File: src/rtl/spi_slave_16_pkg.sv
// Shared constants and FSM encoding for the 16-bit SPI link endpoints.
package spi_slave_16_pkg;

  localparam int unsigned SpiWidth      = 16;
  localparam int unsigned SpiSyncStages = 2;

  typedef enum logic [1:0] {
    StIdle  = 2'd0,
    StShift = 2'd1,
    StHold  = 2'd2
  } spi_state_e;

endpackage

File: src/rtl/spi_slave_16_if.sv
// SPI pins plus the word-level tx/rx handshake towards the AES core.
interface spi_slave_16_if #(
  parameter int unsigned Width = spi_slave_16_pkg::SpiWidth
) ();

  logic             SCK;
  logic             CS;
  logic             MOSI;
  logic             MISO;
  logic [Width-1:0] tx_data;
  logic             tx_load;
  logic             tx_ready;
  logic [Width-1:0] rx_data;
  logic             rx_valid;
  logic             tx_underrun;
  logic             frame_abort;

  modport slave (
    input  SCK, CS, MOSI, tx_data, tx_load,
    output MISO, tx_ready, rx_data, rx_valid, tx_underrun, frame_abort
  );

  modport master (
    output SCK, CS, MOSI, tx_data, tx_load,
    input  MISO, tx_ready, rx_data, rx_valid, tx_underrun, frame_abort
  );

endinterface

File: src/rtl/spi_slave_16_sync_edge.sv
// Multi-flop synchronizer for an asynchronous pin with registered rise/fall pulse outputs.
module spi_slave_16_sync_edge #(
  parameter int unsigned Stages   = 2,
  parameter logic        ResetVal = 1'b0
) (
  input  logic clock,
  input  logic reset_n,
  input  logic d,
  output logic q,
  output logic rise,
  output logic fall
);

  logic [Stages-1:0] sync_q;
  logic              prev_q;

  always_ff @(posedge clock or negedge reset_n) begin
    if (!reset_n) begin
      sync_q <= {Stages{ResetVal}};
      prev_q <= ResetVal;
    end else begin
      sync_q <= {sync_q[Stages-2:0], d};
      prev_q <= sync_q[Stages-1];
    end
  end

  assign q    = sync_q[Stages-1];
  assign rise = q & ~prev_q;
  assign fall = ~q & prev_q;

endmodule

File: src/rtl/spi_slave_16.sv
// SPI slave endpoint: one LSB-first word per CS-low frame, oversampled on the system clock.
module spi_slave_16
  import spi_slave_16_pkg::*;
#(
  parameter int unsigned     WIDTH       = SpiWidth,
  parameter int unsigned     SYNC_STAGES = SpiSyncStages,
  parameter logic [WIDTH-1:0] IDLE_WORD  = '0
) (
  input  logic          clock,
  input  logic          reset_n,
  spi_slave_16_if.slave bus
);

  localparam int unsigned CntW = $clog2(WIDTH + 1);

  logic sck_q, sck_rise, sck_fall;
  logic cs_q, cs_rise, cs_fall;
  logic mosi_q, mosi_rise, mosi_fall;
  logic unused_sync;

  // CS idles high, so its synchronizer resets high to avoid a false edge after reset.
  spi_slave_16_sync_edge #(.Stages(SYNC_STAGES), .ResetVal(1'b0)) u_sync_sck (
    .clock(clock), .reset_n(reset_n), .d(bus.SCK), .q(sck_q), .rise(sck_rise), .fall(sck_fall)
  );
  spi_slave_16_sync_edge #(.Stages(SYNC_STAGES), .ResetVal(1'b1)) u_sync_cs (
    .clock(clock), .reset_n(reset_n), .d(bus.CS), .q(cs_q), .rise(cs_rise), .fall(cs_fall)
  );
  spi_slave_16_sync_edge #(.Stages(SYNC_STAGES), .ResetVal(1'b0)) u_sync_mosi (
    .clock(clock), .reset_n(reset_n), .d(bus.MOSI), .q(mosi_q), .rise(mosi_rise),
    .fall(mosi_fall)
  );

  assign unused_sync = sck_q ^ mosi_rise ^ mosi_fall;

  spi_state_e       state_q, state_d;
  logic [CntW-1:0]  count_q, count_d;
  logic [WIDTH-1:0] rx_sr_q, rx_sr_d, tx_sr_q, tx_sr_d;
  logic [WIDTH-1:0] hold_q, hold_d, rx_data_q, rx_data_d;
  logic             full_q, full_d;
  logic             rx_valid_q, rx_valid_d, underrun_q, underrun_d, abort_q, abort_d;
  logic             tx_accept, last_rise;

  assign tx_accept = bus.tx_load & ~full_q;
  assign last_rise = sck_rise & (count_q == CntW'(WIDTH - 1));

  always_comb begin
    state_d    = state_q;
    count_d    = count_q;
    rx_sr_d    = rx_sr_q;
    tx_sr_d    = tx_sr_q;
    hold_d     = hold_q;
    full_d     = full_q;
    rx_data_d  = rx_data_q;
    rx_valid_d = 1'b0;
    underrun_d = 1'b0;
    abort_d    = 1'b0;

    if (tx_accept) begin
      hold_d = bus.tx_data;
      full_d = 1'b1;
    end

    unique case (state_q)
      StIdle: begin
        if (cs_fall) begin
          count_d = '0;
          rx_sr_d = '0;
          full_d  = 1'b0;
          state_d = StShift;
          // A load coinciding with frame start goes straight to the shifter.
          if (tx_accept) begin
            tx_sr_d = bus.tx_data;
          end else if (full_q) begin
            tx_sr_d = hold_q;
          end else begin
            tx_sr_d    = IDLE_WORD;
            underrun_d = 1'b1;
          end
        end
      end
      StShift: begin
        if (count_q == CntW'(WIDTH)) begin
          rx_data_d  = rx_sr_q;
          rx_valid_d = 1'b1;
          // CS may already be released if it rose alongside the final SCK edge.
          state_d    = cs_q ? StIdle : StHold;
        end else begin
          if (sck_rise) begin
            rx_sr_d = {mosi_q, rx_sr_q[WIDTH-1:1]};
            count_d = count_q + CntW'(1);
          end
          if (sck_fall) begin
            tx_sr_d = {1'b0, tx_sr_q[WIDTH-1:1]};
          end
          if (cs_rise && !last_rise) begin
            abort_d = 1'b1;
            state_d = StIdle;
          end
        end
      end
      StHold: begin
        if (cs_rise) begin
          state_d = StIdle;
        end
      end
      default: state_d = StIdle;
    endcase
  end

  always_ff @(posedge clock or negedge reset_n) begin
    if (!reset_n) begin
      state_q    <= StIdle;
      count_q    <= '0;
      rx_sr_q    <= '0;
      tx_sr_q    <= '0;
      hold_q     <= '0;
      full_q     <= 1'b0;
      rx_data_q  <= '0;
      rx_valid_q <= 1'b0;
      underrun_q <= 1'b0;
      abort_q    <= 1'b0;
    end else begin
      state_q    <= state_d;
      count_q    <= count_d;
      rx_sr_q    <= rx_sr_d;
      tx_sr_q    <= tx_sr_d;
      hold_q     <= hold_d;
      full_q     <= full_d;
      rx_data_q  <= rx_data_d;
      rx_valid_q <= rx_valid_d;
      underrun_q <= underrun_d;
      abort_q    <= abort_d;
    end
  end

  assign bus.MISO        = tx_sr_q[0];
  assign bus.tx_ready    = ~full_q;
  assign bus.rx_data     = rx_data_q;
  assign bus.rx_valid    = rx_valid_q;
  assign bus.tx_underrun = underrun_q;
  assign bus.frame_abort = abort_q;

endmodule

File: src/flat_wrapper.sv
// flat-port wrapper written by rule: the top's interface ports become plain ports
module spi_slave_16_flat import spi_slave_16_pkg::*;
#(
  parameter int unsigned     WIDTH       = SpiWidth,
  parameter int unsigned     SYNC_STAGES = SpiSyncStages,
  parameter logic [WIDTH-1:0] IDLE_WORD  = '0
)
  (clock, reset_n, bus_SCK, bus_CS, bus_MOSI, bus_tx_data, bus_tx_load, bus_MISO, bus_tx_ready, bus_rx_data, bus_rx_valid, bus_tx_underrun, bus_frame_abort);
  spi_slave_16_if bus_i ();
  input  logic clock;
  input  logic reset_n;
  input wire logic [$bits(bus_i.SCK)-1:0] bus_SCK;
  input wire logic [$bits(bus_i.CS)-1:0] bus_CS;
  input wire logic [$bits(bus_i.MOSI)-1:0] bus_MOSI;
  input wire logic [$bits(bus_i.tx_data)-1:0] bus_tx_data;
  input wire logic [$bits(bus_i.tx_load)-1:0] bus_tx_load;
  output wire logic [$bits(bus_i.MISO)-1:0] bus_MISO;
  output wire logic [$bits(bus_i.tx_ready)-1:0] bus_tx_ready;
  output wire logic [$bits(bus_i.rx_data)-1:0] bus_rx_data;
  output wire logic [$bits(bus_i.rx_valid)-1:0] bus_rx_valid;
  output wire logic [$bits(bus_i.tx_underrun)-1:0] bus_tx_underrun;
  output wire logic [$bits(bus_i.frame_abort)-1:0] bus_frame_abort;
  assign bus_i.SCK = bus_SCK;
  assign bus_i.CS = bus_CS;
  assign bus_i.MOSI = bus_MOSI;
  assign bus_i.tx_data = bus_tx_data;
  assign bus_i.tx_load = bus_tx_load;
  assign bus_MISO = bus_i.MISO;
  assign bus_tx_ready = bus_i.tx_ready;
  assign bus_rx_data = bus_i.rx_data;
  assign bus_rx_valid = bus_i.rx_valid;
  assign bus_tx_underrun = bus_i.tx_underrun;
  assign bus_frame_abort = bus_i.frame_abort;
  spi_slave_16 #(.WIDTH(WIDTH), .SYNC_STAGES(SYNC_STAGES), .IDLE_WORD(IDLE_WORD)) u_core (.clock(clock), .reset_n(reset_n), .bus(bus_i));
endmodule
File: config.mk
export PLATFORM = sky130hd
export DESIGN_NAME = spi_slave_16_flat
export DESIGN_NICKNAME = d
export VERILOG_FILES = /design/src/rtl/spi_slave_16_pkg.sv /design/src/rtl/spi_slave_16_if.sv /design/src/rtl/spi_slave_16_sync_edge.sv /design/src/rtl/spi_slave_16.sv /design/src/flat_wrapper.sv
export SDC_FILE = /design/constraint.sdc
export NUM_CORES = 1
export LEC_CHECK = 0
export BUFFER_PORTS_ARGS = -buffer_cell sky130_fd_sc_hd__buf_2
export CORE_ASPECT_RATIO = 2
export CORE_MARGIN = 2
export CORE_UTILIZATION = 45
export DETAILED_ROUTE_END_ITERATION = 10
export MAX_ROUTING_LAYER = met4
export PLACE_DENSITY = 0.72
export SLEW_MARGIN = 30
export SYNTH_ARGS = -nofsm -noshare
export SYNTH_HDL_FRONTEND = slang
export SYNTH_SLANG_ARGS = --single-unit
export TNS_END_PERCENT = 20
File: constraint.sdc
create_clock -name clock -period 3.5 [get_ports clock]
set_input_delay 0.175 -clock clock [delete_from_list [all_inputs] [get_ports clock]]
set_output_delay 0.175 -clock clock [all_outputs]
set_load 0.02 [all_outputs]
==> results by group, run 1 <==
Layout
  • Post-layout net count: about 360
  • Post-layout util: 0.539
  • Share of layout cells above drive strength 1: 0.297
  • Fin area: ~4000 sq um
  • Fillers: 663
  • N_diodes: 0
  • P&R area growth vs syn: 17.4%

Timing
  • FMAX: 409 MHz
  • Final clock period utilization by the worst path: 0.698
  • Slew @ Worst Pin: 0.853 ns
  • Skew final: 0.00799 ns
  • Slew Viols, Final: 0
  • Rel. slew slack: 0.432
  • Final Setup Violations: 0
  • Min Clock Period, post-route: 2.44 ns
  • Unrepaired setup endpoints after global routing: false
  • Final Hold Viols: 0
  • Min Hold Slack: roughly 0.028 ns
  • Setup TNS: 0 ns

Synthesis
  • Yosys reg bits: 83
  • Synth area leader: dfrtp_1
  • Most common cell in the netlist: dfrtp_1
  • Register area share after synthesis: 0.605
  • Library cells used by synthesis: 31
  • Avg Cell Area, Syn: 11.7 sq um
  • Number of synthesized flops with an enable pin: 0
  • Syn Nets: 318
  • Top cells by count, synth: dfrtp_1 (80), o21ai_0 (41), nand2_1 (36)
  • Synthesized area: 3440 sq um
  • Synth async-reset ratio: 1.00
  • Top FF cell, synth: dfrtp_1
  • Mapped Cells: 293
  • Synth area leaders: dfrtp_1 (58%), mux2_2 (10%), o21ai_0 (6.0%), a221o_1 (4.4%), nand2_1 (3.9%)
  • Ys Warns: 0
  • Share of the synthesized area in the top cell type: 0.582

Worst setup path
  • Critical path launch point type: register
  • Start point of the critical path: u_core.state_q[1]
  • CP max FO: 23
  • FF-to-FF Start: u_core.state_q[1]
  • Slowest cell delay on critical path: roughly 0.76 ns
  • WS Path Type: register to register
  • WP data arrival: 2.63 ns
  • Setup crit end kind: register
  • Worst path slowest cell: and2b_1
  • Most frequent CP cell: nand3_1
  • Worst-path cell chain: and2b_1 > nand3_1 > nand3_1 > o21ai_0
  • Required time of the critical path: approximately 3.7 ns

Clock tree
  • Worst-path clk slew: about 0.060 ns
  • Clk_lat worst skew: ~0.34 ns
  • Clk root buf: clkbuf_16
  • Setup Buffers After CTS: 0
  • Clock Sink Count: 83
  • H-tree depth: 3
  • CTS resizes: 0
  • Max clock buf depth: 2
  • Total CTS buffers: 9
  • CTS tree: built

Die
  • Top Ports: 43
  • Die footprint: 8400 sq um
  • Row count: 45
  • Die height: 128 um
  • Starting Density: 0.459
  • Core ar.: 7490 sq um
  • Chip Width: 65.8 um

Placement
  • Post-DP HPWL: about 4200 um
  • GP Congestion: 0.798
  • Placed cell area: roughly 3700 sq um
  • I/O Buffers: 42

Routing
  • Routed len/inst: between 15 and 20 um
  • DR DRC count: 0
  • Initial DRC Count: about 160
  • Via count: 2350
  • Via/cell ratio: 5.45
  • Final ANT Viol Nets: 0
  • Routed wire length: 6590 um
  • First-pass iteration count of the detailed router: 4

Power and ir drop
  • Leak: 0.00198 uW
  • Cell Pwr Density: 638 nW/um^2
  • VDD IR max: 0.615 mV
  • Total power: about 2600 uW

GRT
  • First-pass GRT wire length: 11200 um
  • Initial antenna violation count: 0
  • Vias in the first global route: between 2000 and 2500
  • Total grt overflow: 0
  • Largest net degree at the start of global routing: 53
  • Gr usage total: 0.181

Run
  • Max-Cap Viols: 0

Worst hold path
  • Hold Crit Class: primary input to register
  • Worst hold start: bus_tx_load

Outcome
  • Status: finished, final reports clean
[worst paths after layout]
check                                                    to  slack (ns)  depth (start not counted)
worst max-delay path                      u_core.count_q[4]        1.06                          4
worst min-delay path                 u_core.bus.tx_underrun        0.03                          2
min in group asynchronous                  u_core.hold_q[4]        0.32                          2
max in group asynchronous            u_core.bus.rx_data[13]        2.59                          3
worst max register to register            u_core.count_q[4]        1.06                          4
worst min register to register  u_core.u_sync_sck.sync_q[1]        0.35                          0
[registers in the layout (all words and copies together), names as in the netlist]
signal                     count
u_core.u_sync_sck.sync_q       2
u_core.bus.rx_data            16
u_core.full_q                  1
u_core.u_sync_mosi.sync_q      2
u_core.bus.rx_valid            1
u_core.u_sync_sck.prev_q       1
u_core.count_q                 5
u_core.u_sync_cs.sync_q        2
u_core.tx_sr_q                16
u_core.rx_sr_q                16
u_core.hold_q                 16
u_core.bus.frame_abort         1
u_core.u_sync_cs.prev_q        1
u_core.state_q                 2
u_core.bus.tx_underrun         1
[what timing repair did]
action | in CTS | in global routing
hold buffers | 4 | 0
endpoints found under the hold margin | 31 | 0
endpoints found under the setup margin | 0 | 0
[per-layer routing]
metal  GRT usage  routed length, um  up-vias
met3      0.0475                292        7
met1       0.232               2830     1167
li1            -                  -     1119
met4      0.0699                101        0
met2       0.273               3360       57
met5           -                  0        -
[cells by family (layout without fill, tap and decap cells)]
group                      count (synthesis)  count (layout)  share of synthesized area
DFF                                       83              83                      0.605
muxes                                     33              33                      0.108
buffers and inverters                     28              72                     0.0360
and+or+nand+nor                           73              73                      0.104
adders and majority gates                  3               3                     0.0109
AOI/OAI and AO/OA                         73              73                      0.136
[layout make-up]
class                   instances  area, sq um  share of cell area
repair buffers                 49          295              0.0732
flip-flops and latches         83         2080               0.516
inverters                       7         26.3             0.00651
clock inverters                 5         27.5             0.00682
well taps                      94          118              0.0291
clock buffers                  11          253              0.0626
multi-input cells             182         1230               0.306
[critical path: cells and delay by family, from the launching register on]
kind / cells / cell delay [ns]
AOI/OAI and AO/OA: 1 / 0.10
DFF: 1 / 0.40
and+or+nand+nor: 3 / 1.79
[through the flow]
| stage | cells | setup WS (ns) |
|---|---|---|
| final | 431 | 1.06 |
| after global routing | 431 | 0.807 |
| after CTS | 431 | 0.998 |
| after detailed placement | 411 | 1.02 |
| after global placement | 410 | 1.09 |
| after floorplan | 293 | 1.57 |
[layout by cell type, fill, tap and decap left out, types with 2 or more instances in the layout]
cell type       n
dfrtp_1        80
o21ai_0        41
buf_2          41
nand2_1        36
mux2_2         32
nand3_1        21
a221o_1        15
o21ai_1         9
clkbuf_16       9
inv_1           7
clkinv_2        4
dlygate4sd3_1   4
nand2b_1        3
a21oi_1         3
ha_1            3
buf_4           3
dfstp_2         3
and3_1          2
nor2b_1         2
nor3_1          2
clkbuf_8        2
[power by group]
group / internal [uW] / switching [uW]
Clock: 513 / 360
Sequential: 1140 / 110
Combinational: 210 / 240
Total: 1860 / 711
Power figures use the tool's default switching activity.
==> run 2: changes to the inputs <==
clock period = 2.5 ns   (was 3.5 ns; I/O delays follow)
==> results by group, run 2 (same netlist as run 1, synthesis figures left out) <==
Outcome
  • Status: finished, final reports clean (unchanged)

GRT
  • First-pass GRT wire length: 11600 um (was 11200 um)
  • Largest net degree at the start of global routing: 84 (was 53)
  • Total grt overflow: 0 (unchanged)
  • Initial antenna violation count: 0 (unchanged)
  • Vias in the first global route: 2443 (was 2268)
  • Gr usage total: 0.184 (was 0.181)

Run
  • Max-Cap Viols: 0 (unchanged)

Worst setup path
  • WS Path Type: register to register (unchanged)
  • Worst r2r dst: u_core.bus.rx_data[3] (was u_core.count_q[4])
  • Worst setup path end: u_core.bus.rx_data[3] (was u_core.count_q[4])
  • Setup crit end kind: register (unchanged)
  • Required time of the critical path: 2.72 ns (was 3.69 ns)
  • Setup slack, reg-to-reg: 0.36 ns (was 1.06 ns)
  • Slowest cell delay on critical path: 0.60 ns (was 0.76 ns)
  • Reg2reg path depth: 3 (was 4)
  • WP data arrival: 2.35 ns (was 2.63 ns)
  • CP max FO: 18 (was 23)
  • FF-to-FF Start: u_core.state_q[1] (unchanged)
  • Critical path launch point type: register (unchanged)
  • Worst-path cell chain: and2b_1 > nand2b_1 > mux2_2 (was and2b_1 > nand3_1 > nand3_1 > o21ai_0)
  • Worst path slowest cell: nand2b_1 (was and2b_1)
  • Start point of the critical path: u_core.state_q[1] (unchanged)

Power and ir drop
  • VDD IR max: 0.614 mV (was 0.615 mV)
  • Leak: 0.00199 uW (was 0.00198 uW)
  • Cell Pwr Density: 890 nW/um^2 (was 638 nW/um^2)

Die
  • Core ar.: 7490 sq um (unchanged)
  • Top Ports: 43 (unchanged)
  • Die footprint: 8400 sq um (unchanged)
  • Starting Density: 0.459 (unchanged)
  • Chip Width: 65.8 um (unchanged)
  • Die height: 128 um (unchanged)
  • Row count: 45 (unchanged)

Routing
  • Via count: 2420 (was 2350)
  • First-pass iteration count of the detailed router: 4 (unchanged)
  • Via/cell ratio: 5.56 (was 5.45)
  • Routed wire length: 6580 um (was 6590 um)
  • DR DRC count: 0 (unchanged)
  • Final ANT Viol Nets: 0 (unchanged)
  • Routed len/inst: 15.1 um (was 15.3 um)
  • Initial DRC Count: 118 (was 158)

Timing
  • Rel. slew slack: 0.408 (was 0.432)
  • Slew @ Worst Pin: 0.888 ns (was 0.853 ns)
  • Final Hold Viols: 0 (unchanged)
  • Final clock period utilization by the worst path: 0.854 (was 0.698)
  • Final Setup Violations: 0 (unchanged)
  • FMAX: 468 MHz (was 409 MHz)
  • Setup TNS: 0 ns (unchanged)
  • Slew Viols, Final: 0 (unchanged)
  • Min Hold Slack: 0.0349 ns (was 0.0281 ns)
  • Unrepaired setup endpoints after global routing: false (unchanged)
  • Skew final: 0.00377 ns (was 0.00799 ns)
  • Min Clock Period, post-route: 2.14 ns (was 2.44 ns)

Clock tree
  • Total CTS buffers: 9 (unchanged)
  • CTS resizes: 0 (unchanged)
  • Clk root buf: clkbuf_16 (unchanged)
  • H-tree depth: 3 (unchanged)
  • Setup Buffers After CTS: 0 (unchanged)
  • Worst-path clk slew: 0.06 ns (about the same)
  • CTS tree: built (unchanged)
  • Clock Sink Count: 83 (unchanged)
  • Max clock buf depth: 2 (unchanged)
  • Clk_lat worst skew: 0.34 ns (about the same)

Placement
  • Post-DP HPWL: 4080 um (was 4170 um)
  • I/O Buffers: 42 (unchanged)
  • GP Congestion: 0.780 (was 0.798)

Worst hold path
  • Hold Crit Class: primary input to register (unchanged)
  • Hold depth: 2 (unchanged)

Layout
  • Commonest non-fill, non-tap cell in the layout: dfrtp_1 (unchanged)
  • Post-layout net count: 361 (was 357)
  • Share of layout cells above drive strength 1: 0.293 (was 0.297)
  • Commonest non-fill, non-tap cells in the layout: dfrtp_1 (80), o21ai_0 (41), buf_2 (41) (unchanged)
  • N_diodes: 0 (unchanged)
  • P&R area growth vs syn: 17.7% (was 17.4%)
[run 2: changes by cell type in the layout (fill, tap and decap cells not counted)]
cell | before | now
buf_16 | 1 | 0
clkinv_2 | 4 | 2
buf_4 | 3 | 6
dlygate4sd3_1 | 4 | 5
buf_6 | 0 | 1
clkbuf_1 | 0 | 3
clkinvlp_4 | 1 | 0
[run 2: through the flow]
stage	total power, uW	instances	cell area [sq um]	setup slack, ns	utilization
after floorplan	2200	293	3440	0.566	-
after global placement	2350	414	3720	0.486	0.496
after detailed placement	2400	414	3720	0.340	0.496
after CTS	3620	434	4030	0.344	0.538
after global routing	3820	435	4050	0.193	0.540
final	3600	435	4050	0.364	0.540
[run 2: worst min-delay path by stage]
| stage | from | to |
|---|---|---|
| floorplan | reset_n | u_core.bus.frame_abort |
| global route | bus_tx_data[15] | u_core.hold_q[15] |
| detailed placement | bus_CS | u_core.u_sync_cs.sync_q[0] |
| finish | bus_tx_data[11] | u_core.hold_q[11] |
| CTS | reset_n | u_core.hold_q[4] |
| global placement | bus_CS | u_core.u_sync_cs.sync_q[0] |
[run 2: where the power goes]
| group | total (uW) | internal, uW | switching (uW) | leakage (uW) |
|---|---|---|---|---|
| clock network | 1210 | 724 | 489 | 0.000137 |
| logic | 641 | 301 | 340 | 0.000788 |
| registers | 1740 | 1600 | 147 | 0.00106 |
| total | 3600 | 2620 | 976 | 0.00199 |
[run 2: cell type report]
type                    instances  area [sq um]
clock buffers                  14           264
clock inverters                 2          10.0
fillers                       661          3440
inverters                       7          26.3
multi-input cells             182          1230
flip-flops and latches         83          2080
well taps                      94           118
repair buffers                 53           312
[run 2: layer usage]
| layer | track usage | routed length, um |
|---|---|---|
| met5 | - | 0 |
| met4 | 0.0748 | 172 |
| met3 | 0.0511 | 324 |
| met2 | 0.279 | 3300 |
| met1 | 0.230 | 2780 |
[run 2: timing repair]
action,4_1_cts,5_1_grt
setup endpoints to repair,0,0
hold buffers,4,1
endpoints found under the hold margin,4,80
[run 2: critical path: cells and delay by family, from the launching register on]
kind	cells	cell delay (ns)
multiplexers	1	0.47
AND/OR/NAND/NOR	2	1.13
flip-flops	1	0.41
==> run 3: changes to the inputs <==
ABC_AREA = 1   (was default)
CTS_BUF_LIST = sky130_fd_sc_hd__clkbuf_4   (was default)
==> results by group, run 3 <==
Synthesis
  • Synthesized area: 3730 sq um (was 3440 sq um)
  • Most common cell in the netlist: nand2_1 (was dfrtp_1)
  • Register area share after synthesis: 0.557 (was 0.605)
  • Synth area leaders: dfrtp_1 (54%), nand2_1 (28%), nand3b_1 (3.4%), nand3_1 (3.1%), dfstp_2 (2.1%) (was dfrtp_1 (58%), mux2_2 (10%), o21ai_0 (6.0%), a221o_1 (4.4%), nand2_1 (3.9%))
  • Ys Warns: 0 (unchanged)
  • Number of synthesized flops with an enable pin: 0 (unchanged)
  • Library cells used by synthesis: 22 (was 31)
  • Avg Cell Area, Syn: 7.98 sq um (was 11.7 sq um)
  • Synth async-reset ratio: 1.00 (unchanged)
  • Share of the synthesized area in the top cell type: 0.536 (was 0.582)
  • Synth area leader: dfrtp_1 (unchanged)
  • Mapped Cells: 468 (was 293)
  • Syn Nets: 493 (was 318)
  • Top cells by count, synth: nand2_1 (279), dfrtp_1 (80), nand3_1 (23) (was dfrtp_1 (80), o21ai_0 (41), nand2_1 (36))
  • Top FF cell, synth: dfrtp_1 (unchanged)
  • Yosys reg bits: 83 (unchanged)

GRT
  • Gr usage total: 0.193 (was 0.184)
  • Total grt overflow: 0 (unchanged)
  • Largest net degree at the start of global routing: 84 (unchanged)
  • Initial antenna violation count: 1 (was 0)
  • First-pass GRT wire length: 13100 um (was 11600 um)
  • Vias in the first global route: 3043 (was 2443)

Die
  • Top Ports: 43 (unchanged)
  • Starting Density: 0.457 (was 0.459)
  • Die height: 133 um (was 128 um)
  • Row count: 47 (was 45)
  • Die footprint: 9090 sq um (was 8400 sq um)
  • Chip Width: 68.4 um (was 65.8 um)
  • Core ar.: 8170 sq um (was 7490 sq um)

Worst setup path
  • Critical path launch point type: register (unchanged)
  • Worst path slowest cell: dfrtp_1 (was nand2b_1)
  • CP max FO: 18 (unchanged)
  • FF-to-FF Start: u_core.full_q (was u_core.state_q[1])
  • Start point of the critical path: u_core.full_q (was u_core.state_q[1])
  • WP data arrival: 2.21 ns (was 2.35 ns)
  • Setup crit end kind: register (unchanged)
  • Worst-path cell chain: inv_2 > nand2_1 > inv_2 > nand2_1 > o21ai_1 > nand2_1 > nand2_1 (was and2b_1 > nand2b_1 > mux2_2)
  • Slowest cell delay on critical path: 0.73 ns (was 0.60 ns)
  • Required time of the critical path: 2.83 ns (was 2.72 ns)
  • Reg2reg path depth: 7 (was 3)
  • WS Path Type: register to register (unchanged)
  • Most frequent CP cell: nand2_1

Timing
  • Final Hold Viols: 0 (unchanged)
  • Final Setup Violations: 0 (unchanged)
  • Min Clock Period, post-route: 1.87 ns (was 2.14 ns)
  • Slew @ Worst Pin: 0.728 ns (was 0.888 ns)
  • Slew Viols, Final: 0 (unchanged)
  • Rel. slew slack: 0.515 (was 0.408)
  • Setup TNS: 0 ns (unchanged)
  • Final clock period utilization by the worst path: 0.748 (was 0.854)
  • Skew final: 0.0146 ns (was 0.00377 ns)
  • Unrepaired setup endpoints after global routing: false (unchanged)
  • FMAX: 535 MHz (was 468 MHz)

Placement
  • Placed Cells: 590 (was 414)
  • I/O Buffers: 42 (unchanged)
  • GP Congestion: 0.753 (was 0.780)
  • Placed cell area: 3970 sq um (was 3720 sq um)
  • Post-DP HPWL: 5020 um (was 4080 um)

Clock tree
  • Clk root buf: clkbuf_4 (was clkbuf_16)
  • H-tree depth: 3 (unchanged)
  • Max clock buf depth: 2 (unchanged)
  • Total CTS buffers: 9 (unchanged)
  • Clock Sink Count: 83 (unchanged)
  • Setup Buffers After CTS: 0 (unchanged)
  • Clk_lat worst skew: 0.44 ns (was 0.34 ns)
  • CTS tree: built (unchanged)
  • Worst-path clk slew: 0.11 ns (was 0.06 ns)
  • CTS resizes: 0 (unchanged)

Routing
  • Via/cell ratio: 4.81 (was 5.56)
  • First-pass iteration count of the detailed router: 4 (unchanged)
  • Routed wire length: 7360 um (was 6580 um)
  • Routed len/inst: 11.8 um (was 15.1 um)
  • Final ANT Viol Nets: 0 (unchanged)
  • Via count: 3011 (was 2420)
  • Initial DRC Count: 216 (was 118)
  • DR DRC count: 0 (unchanged)

Layout
  • Commonest non-fill, non-tap cells in the layout: nand2_1 (279), dfrtp_1 (80), buf_2 (41) (was dfrtp_1 (80), o21ai_0 (41), buf_2 (41))
  • Finished Layout Cells: 626 (was 435)
  • Post-layout net count: 548 (was 361)
  • Commonest non-fill, non-tap cell in the layout: nand2_1 (was dfrtp_1)
  • P&R area growth vs syn: 15.3% (was 17.7%)
  • Fin area: 4310 sq um (was 4050 sq um)
  • Share of layout cells above drive strength 1: 0.144 (was 0.293)

Worst hold path
  • Hold Crit Class: primary input to register (unchanged)
  • Worst hold start: bus_tx_load (was bus_tx_data[11])
  • Hold depth: 2 (unchanged)

Power and ir drop
  • VDD IR max: 0.458 mV (was 0.614 mV)
  • Cell Pwr Density: 746 nW/um^2 (was 890 nW/um^2)
  • Leak: 0.00249 uW (was 0.00199 uW)

Run
  • Max-Cap Viols: 0 (unchanged)

Outcome
  • Status: finished, final reports clean (unchanged)
[run 3: cell count changes after synthesis, sizes merged, moves of 10 or more]
cell and change:
inv +10, nor2 +14, o21ai -48, nand2 +248
buf +13, mux2 -32, a221o -15, clkbuf -13
nand3b +16
[run 3: final cells by class]
type | instances | area [sq um]
fill | 770 | 3870
sequential | 83 | 2080
multi-input combinational | 347 | 1470
timing repair buffer | 65 | 439
tap | 98 | 123
clock buffer | 12 | 90.1
inverter | 17 | 63.8
clock inverter | 3 | 40.0
antenna | 1 | 2.50
[run 3: worst max-delay path, delay by kind of cell, from the launching register on]
family	cells	cell delay, ns
flops	1	0.73
simple gates	4	0.67
buf+inv	2	0.32
compound gates	1	0.06
[run 3: kinds of logic (layout without fill, tap and decap cells)]
family / after synthesis / count (layout) / synth area share
flops: 83 / 83 / 0.557
simple gates: 341 / 341 / 0.378
fa+ha+maj: 3 / 3 / 0.0101
compound gates: 3 / 3 / 0.00502
buf+inv: 38 / 97 / 0.0499
other cells: 0 / 1 / 0
[run 3: where the power goes]
part           leakage [uW]  total, uW  internal (uW)  switching (uW)
Combinational       0.00133        735            267             468
Clock             0.0000772        760            331             428
Sequential          0.00109       1720           1570             146
[run 3: metal layers]
metal / track usage / vias to the layer above / wire, um
li1: - / 1545 / -
met1: 0.207 / 1392 / 2980
met2: 0.329 / 60 / 3950
met3: 0.0340 / 14 / 254
met4: 0.0933 / 0 / 172
met5: - / - / 0
[run 3: path summary, 6_finish.rpt]
path                                                      to  slack (ns)
worst min-delay path                  u_core.bus.tx_underrun        0.10
worst max-delay path                      u_core.tx_sr_q[15]        0.63
worst max register to register            u_core.tx_sr_q[15]        0.63
worst min register to register  u_core.u_sync_mosi.sync_q[1]        0.35
max in group asynchronous                  u_core.tx_sr_q[2]        1.72
min in group asynchronous             u_core.bus.rx_data[11]        0.28
[run 3: timing repair]
item,4_1_cts,5_1_grt
setup endpoints to repair,0,0
hold buffers,20,0
endpoints found under the hold margin,99,0
[run 3: through the flow]
stage,utilization,hold WS (ns),total power (uW),setup slack (ns)
6_report,0.527,0.101,3210,0.629
5_1_grt,0.527,0.112,3460,0.430
4_1_cts,0.527,0.0748,3250,0.627
3_5_place_dp,0.486,0.220,2470,0.653
3_3_place_gp,0.486,0.232,2450,0.660
2_1_floorplan,-,-0.171,2290,1.10
